[config.mk]
export PLATFORM = sky130hd
export DESIGN_NAME = clock_divider_mc
export DESIGN_NICKNAME = d
export VERILOG_FILES = /design/src/rtl/clkdiv_pkg.sv /design/src/rtl/clkdiv_channel.sv /design/src/rtl/clock_divider_mc.sv
export SDC_FILE = /design/constraint.sdc
export NUM_CORES = 1
export LEC_CHECK = 0
export BUFFER_PORTS_ARGS = -buffer_cell sky130_fd_sc_hd__buf_4
export CAP_MARGIN = 20
export CORE_MARGIN = 4
export CORE_UTILIZATION = 33
export DETAILED_ROUTE_END_ITERATION = 16
export SLEW_MARGIN = 20
export SYNTH_ARGS = -nofsm -noshare
export SYNTH_HDL_FRONTEND = slang
export SYNTH_HIERARCHICAL = 1
export SYNTH_SLANG_ARGS = --single-unit
[constraint.sdc]
create_clock -name clk_i -period 5.1 [get_ports clk_i]
set_input_delay 0.765 -clock clk_i [delete_from_list [all_inputs] [get_ports clk_i]]
set_output_delay 0.765 -clock clk_i [all_outputs]
set_load 0.03 [all_outputs]
[src/rtl/clkdiv_pkg.sv]
// Shared constants and helpers for the multi-channel clock divider.
package clkdiv_pkg;

  // Smallest divisor that still yields a well-formed square wave.
  localparam int MIN_DIV = 2;

  // Channel-index width; a single channel still gets a one-bit index.
  function automatic int ch_width(input int n);
    return (n > 1) ? $clog2(n) : 1;
  endfunction

endpackage

[src/rtl/clkdiv_channel.sv]
// One divider channel: free-running counter, active/shadow divisor pair and
// registered square-wave / tick outputs. Divisor changes land only on a wrap,
// a sync or while disabled, so a running period is never cut short.
module clkdiv_channel
  import clkdiv_pkg::*;
#(
  parameter int CNT_W   = 28,
  parameter int DEF_DIV = 100000
) (
  input  logic             i_clk,
  input  logic             i_rst_n,
  input  logic             i_en,
  input  logic             i_sync,
  input  logic             i_wr,
  input  logic [CNT_W-1:0] i_wr_div,
  output logic             o_clk,
  output logic             o_tick
);

  localparam logic [CNT_W-1:0] DEF_DIV_V = CNT_W'(DEF_DIV);
  localparam logic [CNT_W-1:0] ONE_V     = CNT_W'(1);

  logic [CNT_W-1:0] r_count;
  logic [CNT_W-1:0] r_div_act;
  logic [CNT_W-1:0] r_div_shd;
  logic             r_pend;
  logic             r_clk;
  logic             r_tick;

  logic [CNT_W-1:0] w_last;
  logic [CNT_W-1:0] w_half;
  logic [CNT_W-1:0] w_new_div;
  logic             w_wrap;
  logic             w_apply;
  logic             w_have_upd;

  assign w_last = r_div_act - ONE_V;
  assign w_half = r_div_act >> 1;

  // >= rather than == so a counter that somehow overshoots still recovers.
  assign w_wrap = (r_count >= w_last);

  // Points where a new divisor may take over without creating a runt phase.
  assign w_apply = i_sync || !i_en || w_wrap;

  // A write in the same cycle as an apply point supersedes the older shadow.
  assign w_have_upd = i_wr || r_pend;
  assign w_new_div  = i_wr ? i_wr_div : r_div_shd;

  // Period counter: held at 0 when disabled, restarted by sync, wraps at D-1.
  always_ff @(posedge i_clk or negedge i_rst_n) begin
    if (!i_rst_n) begin
      r_count <= '0;
    end else if (!i_en || i_sync || w_wrap) begin
      r_count <= '0;
    end else begin
      r_count <= r_count + ONE_V;
    end
  end

  // Shadow capture and deferred transfer into the active divisor.
  always_ff @(posedge i_clk or negedge i_rst_n) begin
    if (!i_rst_n) begin
      r_div_act <= DEF_DIV_V;
      r_div_shd <= DEF_DIV_V;
      r_pend    <= 1'b0;
    end else begin
      if (i_wr) begin
        r_div_shd <= i_wr_div;
      end
      if (w_apply) begin
        if (w_have_upd) begin
          r_div_act <= w_new_div;
        end
        r_pend <= 1'b0;
      end else if (i_wr) begin
        r_pend <= 1'b1;
      end
    end
  end

  // Outputs registered from the current count: high for floor(D/2), tick on D-1.
  always_ff @(posedge i_clk or negedge i_rst_n) begin
    if (!i_rst_n) begin
      r_clk  <= 1'b0;
      r_tick <= 1'b0;
    end else begin
      r_clk  <= i_en && (r_count < w_half);
      r_tick <= i_en && (r_count == w_last);
    end
  end

  assign o_clk  = r_clk;
  assign o_tick = r_tick;

endmodule

[src/rtl/clock_divider_mc.sv]
// Multi-channel programmable clock divider: config decode and range check,
// write-reject pulse, and fan-out of sync/enable to the per-channel dividers.
module clock_divider_mc
  import clkdiv_pkg::*;
#(
  parameter  int CHANNELS = 4,
  parameter  int CNT_W    = 28,
  parameter  int DEF_DIV  = 100000,
  localparam int CH_W     = ch_width(CHANNELS)
) (
  input  logic                clk_i,
  input  logic                reset,
  input  logic [CHANNELS-1:0] en_i,
  input  logic                sync_i,
  input  logic                cfg_we_i,
  input  logic [CH_W-1:0]     cfg_ch_i,
  input  logic [CNT_W-1:0]    cfg_div_i,
  output logic                cfg_err_o,
  output logic [CHANNELS-1:0] clk_o,
  output logic [CHANNELS-1:0] tick_o
);

  localparam int              CH_W1    = CH_W + 1;
  localparam logic [CH_W:0]   CH_LIM   = CH_W1'(CHANNELS);
  localparam logic [CNT_W-1:0] MIN_DIV_V = CNT_W'(MIN_DIV);

  logic                r_cfg_err;
  logic                w_ch_ok;
  logic                w_div_ok;
  logic                w_accept;
  logic [CHANNELS-1:0] w_wr;
  logic [CHANNELS-1:0] w_clk;
  logic [CHANNELS-1:0] w_tick;

  // Index compared one bit wider so a non-power-of-two channel count is caught.
  assign w_ch_ok  = ({1'b0, cfg_ch_i} < CH_LIM);
  assign w_div_ok = (cfg_div_i >= MIN_DIV_V);
  assign w_accept = cfg_we_i && w_ch_ok && w_div_ok;

  // One-cycle reject pulse following any out-of-range write.
  always_ff @(posedge clk_i or negedge reset) begin
    if (!reset) begin
      r_cfg_err <= 1'b0;
    end else begin
      r_cfg_err <= cfg_we_i && !(w_ch_ok && w_div_ok);
    end
  end

  assign cfg_err_o = r_cfg_err;

  for (genvar g = 0; g < CHANNELS; g++) begin : g_ch
    assign w_wr[g] = w_accept && (cfg_ch_i == CH_W'(g));

    clkdiv_channel #(
      .CNT_W   (CNT_W),
      .DEF_DIV (DEF_DIV)
    ) u_ch (
      .i_clk    (clk_i),
      .i_rst_n  (reset),
      .i_en     (en_i[g]),
      .i_sync   (sync_i),
      .i_wr     (w_wr[g]),
      .i_wr_div (cfg_div_i),
      .o_clk    (w_clk[g]),
      .o_tick   (w_tick[g])
    );
  end

  assign clk_o  = w_clk;
  assign tick_o = w_tick;

endmodule

# Word-level counts from Yosys, hierarchy flattened
# Index checks and enable logic that the tools add are counted.
[totals]
out_inout_bits = 9
ff_bits = 349
inputBits = 38
wordCells = 105
[op_classes]
n_addsub = 8
n_reduce_logical = 40
magnitude_cmp = 9
muxes = 16
eq_ne = 7
[op_table]
columns = ["op", "n"]
rows = [
  ["$mux 28", 8],
  ["$add 28x1->28 const B", 4],
  ["$eq 28x28->1", 4],
  ["$ge 28x28->1", 4],
  ["$lt 28x27->1", 4],
  ["$sub 28x1->28 const B", 4],
  ["$ge 28x2->1 const B", 1],
  ["$logic_and 1x1->1", 14],
  ["$logic_or 1x1->1", 12],
  ["$mux 1", 8],
  ["$reduce_and 2->1", 4],
  ["$reduce_bool 2->1", 4],
  ["$logic_not 1->1", 5],
  ["$eq 2x2->1 const B", 2],
  ["$eq 2x1->1 const B", 1],
  ["$logic_not 2->1", 1],
]

# Logic depth before layout (Yosys ltp)
# Gate-level depths: netlist (run 1).
[logic_depth]
depth_word = 5
mapped_depth = 16
mapped_depth_nobuf = 14

# Cells and area by module
# Netlist (run 1), hierarchy kept.
[by_module_without_submodules]
columns = ["module", "area_per_inst_um2", "n_inst", "cells_per_inst", "seq_area_each_um2"]
rows = [
  ["clkdiv_channel (g_ch[0].u_ch ...)", 5330.1, 3, 494, 2192.1],
  ["clkdiv_channel (g_ch[1].u_ch)", 5261.3, 1, 495, 2192.1],
  ["clock_divider_mc", 162.7, 1, 20, 25.0],
]

# Worst setup path after synthesis (run 1)
# Ideal clock, no wire load.
[synth_timing]
path_type = "register to register"
startpoint = "register g_ch[2].u_ch.r_div_act[13]"
endpoint = "register g_ch[2].u_ch.r_div_act[0]"
setup_ns = 0.125
arrival_ns = 4.123
path_buffers = 1
t_required_ns = 4.975
slack_ns = 0.852
period_less_slack_ns = 4.248
path_stages_with_launch = 15
path_cell_list = "dfrtp_1 > or4_4 > or3_4 > nor3_1 > nand2_1 > nor4_1 > xnor2_1 > ha_1 > nand3_2 > or4_1 > or3_1 > a31oi_2 > o22ai_4 > buf_6 > mux2_4"
[synth_between]
elab_chain_len = 4
[synth_rtl]
columns = ["item", "line", "source"]
rows = [
  ["start, declared", "clkdiv_channel.sv:24", "logic [CNT_W-1:0] r_div_act;"],
  ["start signal, assigned", "clkdiv_channel.sv:73", "r_div_act <= w_new_div;"],
  ["$sub 28x1->28", "clkdiv_channel.sv:37", "assign w_last = r_div_act - ONE_V;"],
  ["$ge 28x28->1", "clkdiv_channel.sv:41", "assign w_wrap = (r_count >= w_last);"],
  ["$logic_or 1x1->1", "clkdiv_channel.sv:44", "assign w_apply = i_sync || !i_en || w_wrap;"],
  ["$reduce_and 2->1 (no line)", "n/a", ""],
]
# Every way passes these cells.
# A chain may end at the register's enable or synchronous reset.

# Worst setup path in the final report (run 1)
[layout_timing]
startpoint = "register g_ch[3].u_ch.r_div_act[13]"
endpoint = "register g_ch[3].u_ch.r_div_act[21]"
[layout_between]
elab_chain_len = 4
[layout_rtl]
columns = ["item", "line"]
rows = [
  ["start, declared", "clkdiv_channel.sv:24"],
  ["start signal, assigned", "clkdiv_channel.sv:73"],
  ["$sub 28x1->28", "clkdiv_channel.sv:37"],
  ["$ge 28x28->1", "clkdiv_channel.sv:41"],
  ["$logic_or 1x1->1", "clkdiv_channel.sv:44"],
  ["$reduce_and 2->1 (no line)", "n/a"],
]
# Every way passes these cells.

==> impl_results.rst, run 1 <==
.. list-table::
   :header-rows: 1

   * - Metric
     - Value
   * - Max Clock Skew
     - 0.01734 ns
   * - Startpoint types
     - flip-flop
   * - Maximum achievable frequency
     - 208.8 MHz
   * - Number of filler cells placed in the layout
     - 6198
   * - Largest net degree at the start of global routing
     - 120
   * - GRT overflow
     - 0
   * - Power density relative to cell area
     - 386.0 mW/mm^2
   * - All-Layer GR Usage
     - 14.15%
   * - Leading cell types by total area after synthesis
     - sky130_fd_sc_hd__dfrtp_1, sky130_fd_sc_hd__ha_1, sky130_fd_sc_hd__mux2_2
   * - Syn Nets
     - 2259
   * - Start of the worst register-to-register path
     - g_ch[3].u_ch/r_div_act[13]
   * - Most used cells in the layout excluding fill and tap cells
     - sky130_fd_sc_hd__dfrtp_1, sky130_fd_sc_hd__ha_1, sky130_fd_sc_hd__nor2_1
   * - Worst-Margin Slew
     - 0.9333 ns
   * - Maximum fanout count along the critical path
     - 15
   * - Routing layer with the top usage in global route
     - met2
   * - CTS-repair resized insts
     - 0
   * - Capturing instance or port of the critical path
     - g_ch[3].u_ch/r_div_act[21]
   * - # IOs
     - 47
   * - FF-to-FF setup slack
     - 0.31 ns
   * - Dominant cell type by count on the critical path
     - sky130_fd_sc_hd__nor3_1
   * - Met1 Track Usage GR
     - 18.18%
   * - Yosys warnings
     - 6
   * - Cell Area, Synth
     - 0.02141 mm^2
   * - Clock-pin slew of the registers on the worst-case setup and hold paths
     - 0.07 ns
   * - Share of the cycle needed by the critical path after routing
     - 93.89%
   * - Initial standard-cell utilization of the core
     - 33.28%
   * - Worst supply voltage drop on vdd
     - 0.2151 mV
   * - Delay of the slowest cell on the worst path
     - 0.54 ns
   * - Largest area contributor in the synthesized netlist
     - sky130_fd_sc_hd__dfrtp_1
   * - Leak Pwr
     - 10.87 nW
   * - EDFF count, synth
     - 0
   * - Final critical-path required period
     - 4.788 ns
   * - Commonest non-fill, non-tap cell in the layout
     - sky130_fd_sc_hd__dfrtp_1
   * - Relative max-transition margin
     - 37.78%
   * - Endpoint of the worst-slack reg-to-reg timing path
     - g_ch[3].u_ch/r_div_act[21]
   * - Proportion of netlist area held by the largest area contributor
     - 35.17%
   * - Synth async-reset ratio
     - 100.0%
   * - CP Cell Sequence
     - or4_4, or3_4, nor3_1, nand3_1, nor3_1, xnor2_1, ha_1, nand2_1, or4_1, or3_1, a31oi_2, o22ai_4, buf_16, mux2_4
   * - Core Region
     - 0.06435 mm^2
   * - Number of antenna violations at the first check in global routing
     - 3
   * - Remaining number of nets flagged by the antenna check after routing
     - 0
   * - Share of layout cells above drive strength 1
     - 19.77%
   * - Clk Latency, worst-skew pair
     - 0.56 ns
   * - Routed wire per std cell
     - 16.61 um
   * - Synth Instances
     - 1997
   * - Count of standard-cell rows
     - 93
   * - Worst reg-to-reg path cell count
     - 14
   * - Number of design rule violations left after detail routing
     - 0
   * - Post-synthesis cell type count
     - 63
   * - Sequential-to-total area share from yosys stat
     - 41.06%
   * - GR Layer Usage met2
     - 23.43%
   * - CTS max path bufs
     - 3
   * - Wire length of the first global-routing pass
     - 80.90 mm
   * - Number of hold buffers added after CTS
     - 0
   * - Sinks on the clock net
     - 349
   * - Number of iterations in the first detailed-routing pass
     - 5
   * - Area added between synthesis and finish
     - 12.53%
   * - Die X
     - 262.7 um
   * - Number of max-cap violations
     - 0
   * - Syn_area_per_cell
     - 10.72 um^2
   * - Clock root buffer
     - sky130_fd_sc_hd__clkbuf_16
   * - Number of vias after detailed routing
     - 14582
   * - WL final
     - 48.91 mm
   * - Setup violators final
     - 0
   * - Number of levels in the clock H-tree
     - 2
   * - Post-DP HPWL
     - 36.60 mm
   * - Worst setup path startpoint
     - g_ch[3].u_ch/r_div_act[13]
   * - Initial DRC Count
     - 781
   * - Number of I/O port buffers
     - 46
   * - Slowest cell on the critical path
     - sky130_fd_sc_hd__or4_4
   * - Via count of the first global-routing pass
     - 15103
   * - Worst hold-check path type
     - in -> async
   * - Post-synth top flop
     - sky130_fd_sc_hd__dfrtp_1
   * - Gp weighted congestion
     - 0.8814
   * - Average vias per placed instance
     - 4.953
   * - Sequential standard cell area
     - 0.008793 mm^2
   * - Final Max Tran Viols
     - 0
   * - Number of antenna diodes
     - 0
   * - RSZ-0062 raised after global routing
     - no
   * - Path type of the worst setup path
     - reg -> reg
   * - Crit path required time
     - 5.54 ns
   * - Outcome
     - completed
   * - Data arrival, critical path
     - 5.23 ns
   * - Area of the multi-input gates
     - 0.01188 mm^2
   * - TritonCTS clock tree
     - built
   * - Hold Violations, Final
     - 0
   * - Aggregate negative setup slack
     - 0 ns
   * - Synth Register Bits
     - 349
   * - Overall die area
     - 0.06903 mm^2
   * - Hold Worst Slack
     - 0.3132 ns
   * - Post-CTS setup repair buffer count
     - 0
   * - Crit path capture type
     - flip-flop
   * - Met3 Track Usage GR
     - 2.135%
   * - Die extent in y
     - 262.7 um
   * - Final-stage net count
     - 2322
   * - Number of clock buffers inserted by TritonCTS
     - 38
==> how the worst min path moves through the flow <==
stage	cells past startpoint	from	slack (ns)	to
floorplan	1	g_ch[1].u_ch/r_div_act[18]	0.46	g_ch[1].u_ch/r_div_act[18]
global placement	1	g_ch[1].u_ch/r_div_shd[8]	0.48	g_ch[1].u_ch/r_div_shd[8]
detailed placement	1	g_ch[1].u_ch/r_div_act[18]	0.48	g_ch[1].u_ch/r_div_act[18]
CTS	1	reset	0.34	g_ch[3].u_ch/r_count[23]
global route	1	reset	0.39	g_ch[3].u_ch/r_count[27]
finish	1	reset	0.31	g_ch[3].u_ch/r_count[22]
==> power breakdown <==
part	switching, mW	internal, mW
Sequential	0.474	3.35
Combinational	1.32	1.26
Clock	1.18	1.71
Total	2.98	6.32
==> cells in the mapped netlist, types with 4 or more instances <==
cell / count
sky130_fd_sc_hd__and2_1: 11
sky130_fd_sc_hd__a2111oi_0: 5
sky130_fd_sc_hd__inv_1: 134
sky130_fd_sc_hd__nor2b_1: 4
sky130_fd_sc_hd__nand3_1: 83
sky130_fd_sc_hd__ha_1: 224
sky130_fd_sc_hd__nor4_1: 24
sky130_fd_sc_hd__a21o_1: 44
sky130_fd_sc_hd__dfstp_2: 48
sky130_fd_sc_hd__o21ai_0: 29
sky130_fd_sc_hd__a21oi_1: 72
sky130_fd_sc_hd__or4_1: 6
sky130_fd_sc_hd__nor4_2: 4
sky130_fd_sc_hd__or4_4: 4
sky130_fd_sc_hd__nand2b_1: 4
sky130_fd_sc_hd__mux2_4: 60
sky130_fd_sc_hd__o211ai_1: 7
sky130_fd_sc_hd__o21a_1: 7
sky130_fd_sc_hd__xnor2_1: 125
sky130_fd_sc_hd__nand4_1: 71
sky130_fd_sc_hd__nand4b_1: 4
sky130_fd_sc_hd__or3_1: 10
sky130_fd_sc_hd__mux2_1: 23
sky130_fd_sc_hd__nor3_2: 4
sky130_fd_sc_hd__buf_2: 9
sky130_fd_sc_hd__and3_1: 23
sky130_fd_sc_hd__a31oi_1: 7
sky130_fd_sc_hd__nand2_1: 84
sky130_fd_sc_hd__or2_2: 8
sky130_fd_sc_hd__clkbuf_1: 10
sky130_fd_sc_hd__mux2_2: 141
sky130_fd_sc_hd__a22oi_1: 4
sky130_fd_sc_hd__and4_1: 5
sky130_fd_sc_hd__nor2_1: 211
sky130_fd_sc_hd__buf_6: 15
sky130_fd_sc_hd__nor3_1: 45
sky130_fd_sc_hd__xor2_1: 76
sky130_fd_sc_hd__dfrtp_1: 301
sky130_fd_sc_hd__a211oi_1: 5
==> worst max-delay path: cells and delay by family, from the launching register on <==
family          cells  cell delay, ns
simple gates        8            2.82
compound gates      2            0.46
flops               1            0.43
mux                 1            0.30
fa+ha+maj           1            0.29
buf+inv             1            0.24
xor+xnor            1            0.12
==> sequential cells by signal, summed over array words and instances (netlist names) <==
register             count
cfg_err_o                1
g_ch.u_ch/o_clk          4
g_ch.u_ch/o_tick         4
g_ch.u_ch/r_count      112
g_ch.u_ch/r_div_act    112
g_ch.u_ch/r_div_shd    112
g_ch.u_ch/r_pend         4
==> metrics by stage <==
| step | cells | utilization [%] | worst slack [ns] | cell area [um^2] | power [mW] |
|---|---|---|---|---|---|
| floorplan | 1997 | - | 0.8520 | 21410 | 5.703 |
| global placement | 2872 | 35.29 | 0.4593 | 22710 | 6.304 |
| detailed placement | 2872 | 35.29 | 0.3099 | 22710 | 6.435 |
| CTS | 2941 | 37.32 | 0.2935 | 24010 | 9.402 |
| global route | 2944 | 37.45 | 0.009260 | 24100 | 9.927 |
| finish | 2944 | 37.45 | 0.3117 | 24100 | 9.300 |
==> final cells by class <==
cell class	instances	area share, %
flip-flops and latches	349	36.49
clock inverters	17	0.9087
clock buffers	52	4.507
well taps	855	4.439
multi-input cells	1477	49.31
inverters	134	2.087
repair buffers	60	2.253
==> routing by layer <==
layer  routed length [um]  vias to the layer above
met3                 1373                      113
met1                22340                     7086
li1                     -                     7192
met5                   37                        -
met4                 2540                        6
met2                22620                      185
==> logic make-up after synthesis <==
kind of cell	count (synthesis)	synth area share [%]
AND/OR/NAND/NOR	623	14.80
flip-flops	349	41.06
multiplexers	224	12.83
adder cells (fa/ha/maj)	224	13.09
AO/OA/AOI/OAI	205	6.369
XOR/XNOR	201	8.221
buffers and inverters	171	3.628
No activity file was read; power rests on OpenSTA's default activity.
==> inputs of run 2 (changes only) <==
--- a/config.mk
+++ b/config.mk
@@ -5,11 +5,13 @@
 export SDC_FILE = /design/constraint.sdc
 export NUM_CORES = 1
 export LEC_CHECK = 0
-export BUFFER_PORTS_ARGS = -buffer_cell sky130_fd_sc_hd__buf_4
 export CAP_MARGIN = 20
 export CORE_MARGIN = 4
 export CORE_UTILIZATION = 33
+export CTS_BUF_LIST = sky130_fd_sc_hd__clkbuf_8
 export DETAILED_ROUTE_END_ITERATION = 16
+export DONT_BUFFER_PORTS = 1
+export HOLD_SLACK_MARGIN = 0.05
 export SLEW_MARGIN = 20
 export SYNTH_ARGS = -nofsm -noshare
 export SYNTH_HDL_FRONTEND = slang
==> run 2 against run 1 <==
The run now ends with negative hold slack left. Clock power shrank 16%. Total power is 6.2% lower. Die area did not move. Highest routed layer is now met4.
==> impl_results.rst, run 2 (synthesis results as in run 1) <==
.. list-table::
   :header-rows: 1

   * - Metric
     - Value
   * - Routed wire per std cell
     - 16.54 um
   * - Core occupancy in the finished layout
     - 36.61%
   * - Failing checks
     - negative hold slack
   * - Power density relative to cell area
     - 370.2 mW/mm^2
   * - Aggregate negative setup slack
     - 0 ns
   * - Number of clock buffers inserted by TritonCTS
     - 56
   * - Sinks on the clock net
     - 349
   * - Leak Pwr
     - 10.69 nW
   * - Number of filler cells placed in the layout
     - 6237
   * - CTS max path bufs
     - 3
   * - Hold Worst Slack
     - -0.1515 ns
   * - Area added between synthesis and finish
     - 10.01%
   * - Count of standard-cell rows
     - 93
   * - Cell Int Power
     - 5.889 mW
   * - GRT overflow
     - 0
   * - Slowest cell on the critical path
     - sky130_fd_sc_hd__or4_1
   * - Number of max-cap violations
     - 0
   * - Outcome
     - complete, but fails checks
   * - Clock root buffer
     - sky130_fd_sc_hd__clkbuf_8
   * - Die X
     - 262.7 um
   * - Delay of the slowest cell on the worst path
     - 0.54 ns
   * - Crit path capture type
     - flip-flop
   * - Max Clock Skew
     - 0.01537 ns
   * - Number of vias after detailed routing
     - 14576
   * - Setup Slack @ Placement
     - 0.3916 ns
   * - Final-stage net count
     - 2293
   * - Number of iterations in the first detailed-routing pass
     - 5
   * - Instance area after placement
     - 0.02232 mm^2
   * - RSZ-0062 raised after global routing
     - no
   * - Final Max Tran Viols
     - 0
   * - All-Layer GR Usage
     - 13.95%
   * - Worst Slack Setup Final
     - 0.3474 ns
   * - Maximum achievable frequency
     - 210.4 MHz
   * - Worst hold-check path type
     - in -> async
   * - Net switching power of the design
     - 2.832 mW
   * - Number of I/O port buffers
     - 0
   * - Combinational Power Share
     - 28.1%
   * - CP Cell Sequence
     - or4_4, or3_4, nor3_1, nand2_1, nor4_1, xnor2_1, ha_1, nand3_2, or4_1, or3_1, a31oi_2, o22ai_4, buf_16, mux2_4
   * - TritonCTS clock tree
     - built
   * - Worst supply voltage drop on vdd
     - 0.1871 mV
   * - Worst-Margin Slew
     - 1.113 ns
   * - Number of antenna violations at the first check in global routing
     - 2
   * - Relative max-transition margin
     - 25.81%
   * - Top flop regs
     - g_ch.u_ch/r_count (112), g_ch.u_ch/r_div_act (112), g_ch.u_ch/r_div_shd (112)
   * - Commonest non-fill, non-tap cell in the layout
     - sky130_fd_sc_hd__dfrtp_1
   * - Hold Violations, Final
     - 115
   * - Sequential standard cell area
     - 0.008793 mm^2
   * - Average vias per placed instance
     - 4.966
   * - Maximum fanout count along the critical path
     - 15
   * - Initial DRC Count
     - 796
   * - CTS-repair resized insts
     - 0
   * - Worst reg-to-reg path cell count
     - 14
   * - Area of the multi-input gates
     - 0.01188 mm^2
   * - Die extent in y
     - 262.7 um
   * - Gp weighted congestion
     - 0.8734
   * - Largest net degree at the start of global routing
     - 350
   * - Number of design rule violations left after detail routing
     - 0
   * - Wire length of the first global-routing pass
     - 80.31 mm
   * - Final design area excluding fillers
     - 0.02356 mm^2
   * - Final critical-path required period
     - 4.753 ns
   * - Share of layout cells above drive strength 1
     - 18.53%
   * - Sequential share of power
     - 43.9%
   * - Most used cells in the layout excluding fill and tap cells
     - sky130_fd_sc_hd__dfrtp_1, sky130_fd_sc_hd__ha_1, sky130_fd_sc_hd__nor2_1
   * - Clk Latency, worst-skew pair
     - 0.62 ns
   * - Share of the cycle needed by the critical path after routing
     - 93.19%
   * - Crit path required time
     - 5.60 ns
   * - Setup violators final
     - 0
   * - Via count of the first global-routing pass
     - 15304
   * - Share of total power in the clock network
     - 28.0%
   * - Path type of the worst setup path
     - reg -> reg
   * - Clock-pin slew of the registers on the worst-case setup and hold paths
     - 0.07 ns
   * - Net switching share of the total power
     - 32.48%
   * - Number of cells after detailed placement
     - 2825
   * - Post-DP HPWL
     - 35.73 mm
   * - Remaining number of nets flagged by the antenna check after routing
     - 0
   * - Startpoint types
     - flip-flop
   * - Number of levels in the clock H-tree
     - 2
   * - Initial standard-cell utilization of the core
     - 33.28%
   * - Data arrival, critical path
     - 5.25 ns
   * - Post-CTS setup repair buffer count
     - 0
   * - # IOs
     - 47
   * - Core Region
     - 0.06435 mm^2
   * - WL final
     - 48.55 mm
   * - Finished Layout Cells
     - 2935
   * - Overall die area
     - 0.06903 mm^2
[run 2: cell count changes in the layout (fill, tap and decap cells not counted), sizes merged]
cell,before,now
clkbuf,52,71
bufinv,4,1
clkinvlp,3,1
diode,0,2
buf,60,13
inv,138,160
[run 2: worst paths after layout]
check | to | slack (ns) | start
max | g_ch[0].u_ch/r_div_act[22] | 0.35 | g_ch[0].u_ch/r_div_act[11]
min | g_ch[3].u_ch/r_count[8] | -0.15 | reset
max reg2reg | g_ch[0].u_ch/r_div_act[22] | 0.35 | g_ch[0].u_ch/r_div_act[11]
min reg2reg | g_ch[1].u_ch/r_div_shd[4] | 0.49 | g_ch[1].u_ch/r_div_shd[4]
max in group asynchronous | g_ch[1].u_ch/r_div_act[4] | 4.34 | reset
min in group clk_i | g_ch[3].u_ch/r_div_shd[25] | 0.30 | cfg_div_i[25]
[run 2: stage by stage]
stage               hold slack, ns  power [mW]
floorplan                   0.4581       5.703
global placement            0.4778       6.169
detailed placement          0.4833       6.304
CTS                        -0.2371       8.824
global route               -0.2184       9.353
finish                     -0.1515       8.721
[run 2: final cells by class]
cell class	count	area share [%]
Inverter	134	2.135
Antenna cell	2	0.02124
Sequential cell	349	37.33
Clock buffer	71	4.148
Timing Repair Buffer	13	0.6692
Tap cell	855	4.541
Multi-Input combinational cell	1477	50.44
Clock inverter	34	0.7223
[run 2: power by group through the flow]
stage / clock, mW / sequential [mW] / combinational (mW)
6_report: 2.44 / 3.83 / 2.45
5_1_grt: 2.66 / 3.92 / 2.78
4_1_cts: 2.55 / 3.83 / 2.45
3_5_place_dp: 0 / 3.87 / 2.43
3_3_place_gp: 0 / 3.84 / 2.33
2_1_floorplan: 0 / 3.72 / 1.98
[run 2: worst max-delay path: cells and delay by family, from the launching register on]
family | cells | cell delay (ns)
AOI/OAI and AO/OA | 2 | 0.47
xor gates and xnor gates | 1 | 0.11
adders and majority gates | 1 | 0.32
buffers and inverters | 1 | 0.24
DFF | 1 | 0.45
muxes | 1 | 0.30
and+or+nand+nor | 8 | 2.71
[run 2: layer usage]
layer  wire length [um]  vias up  GRT usage [%]
li1                   -     7151              -
met1              21840     7099          17.74
met2              22910      226          23.50
met3               1666      100          2.172
met4               2131        0          6.248
met5                  0        -              0
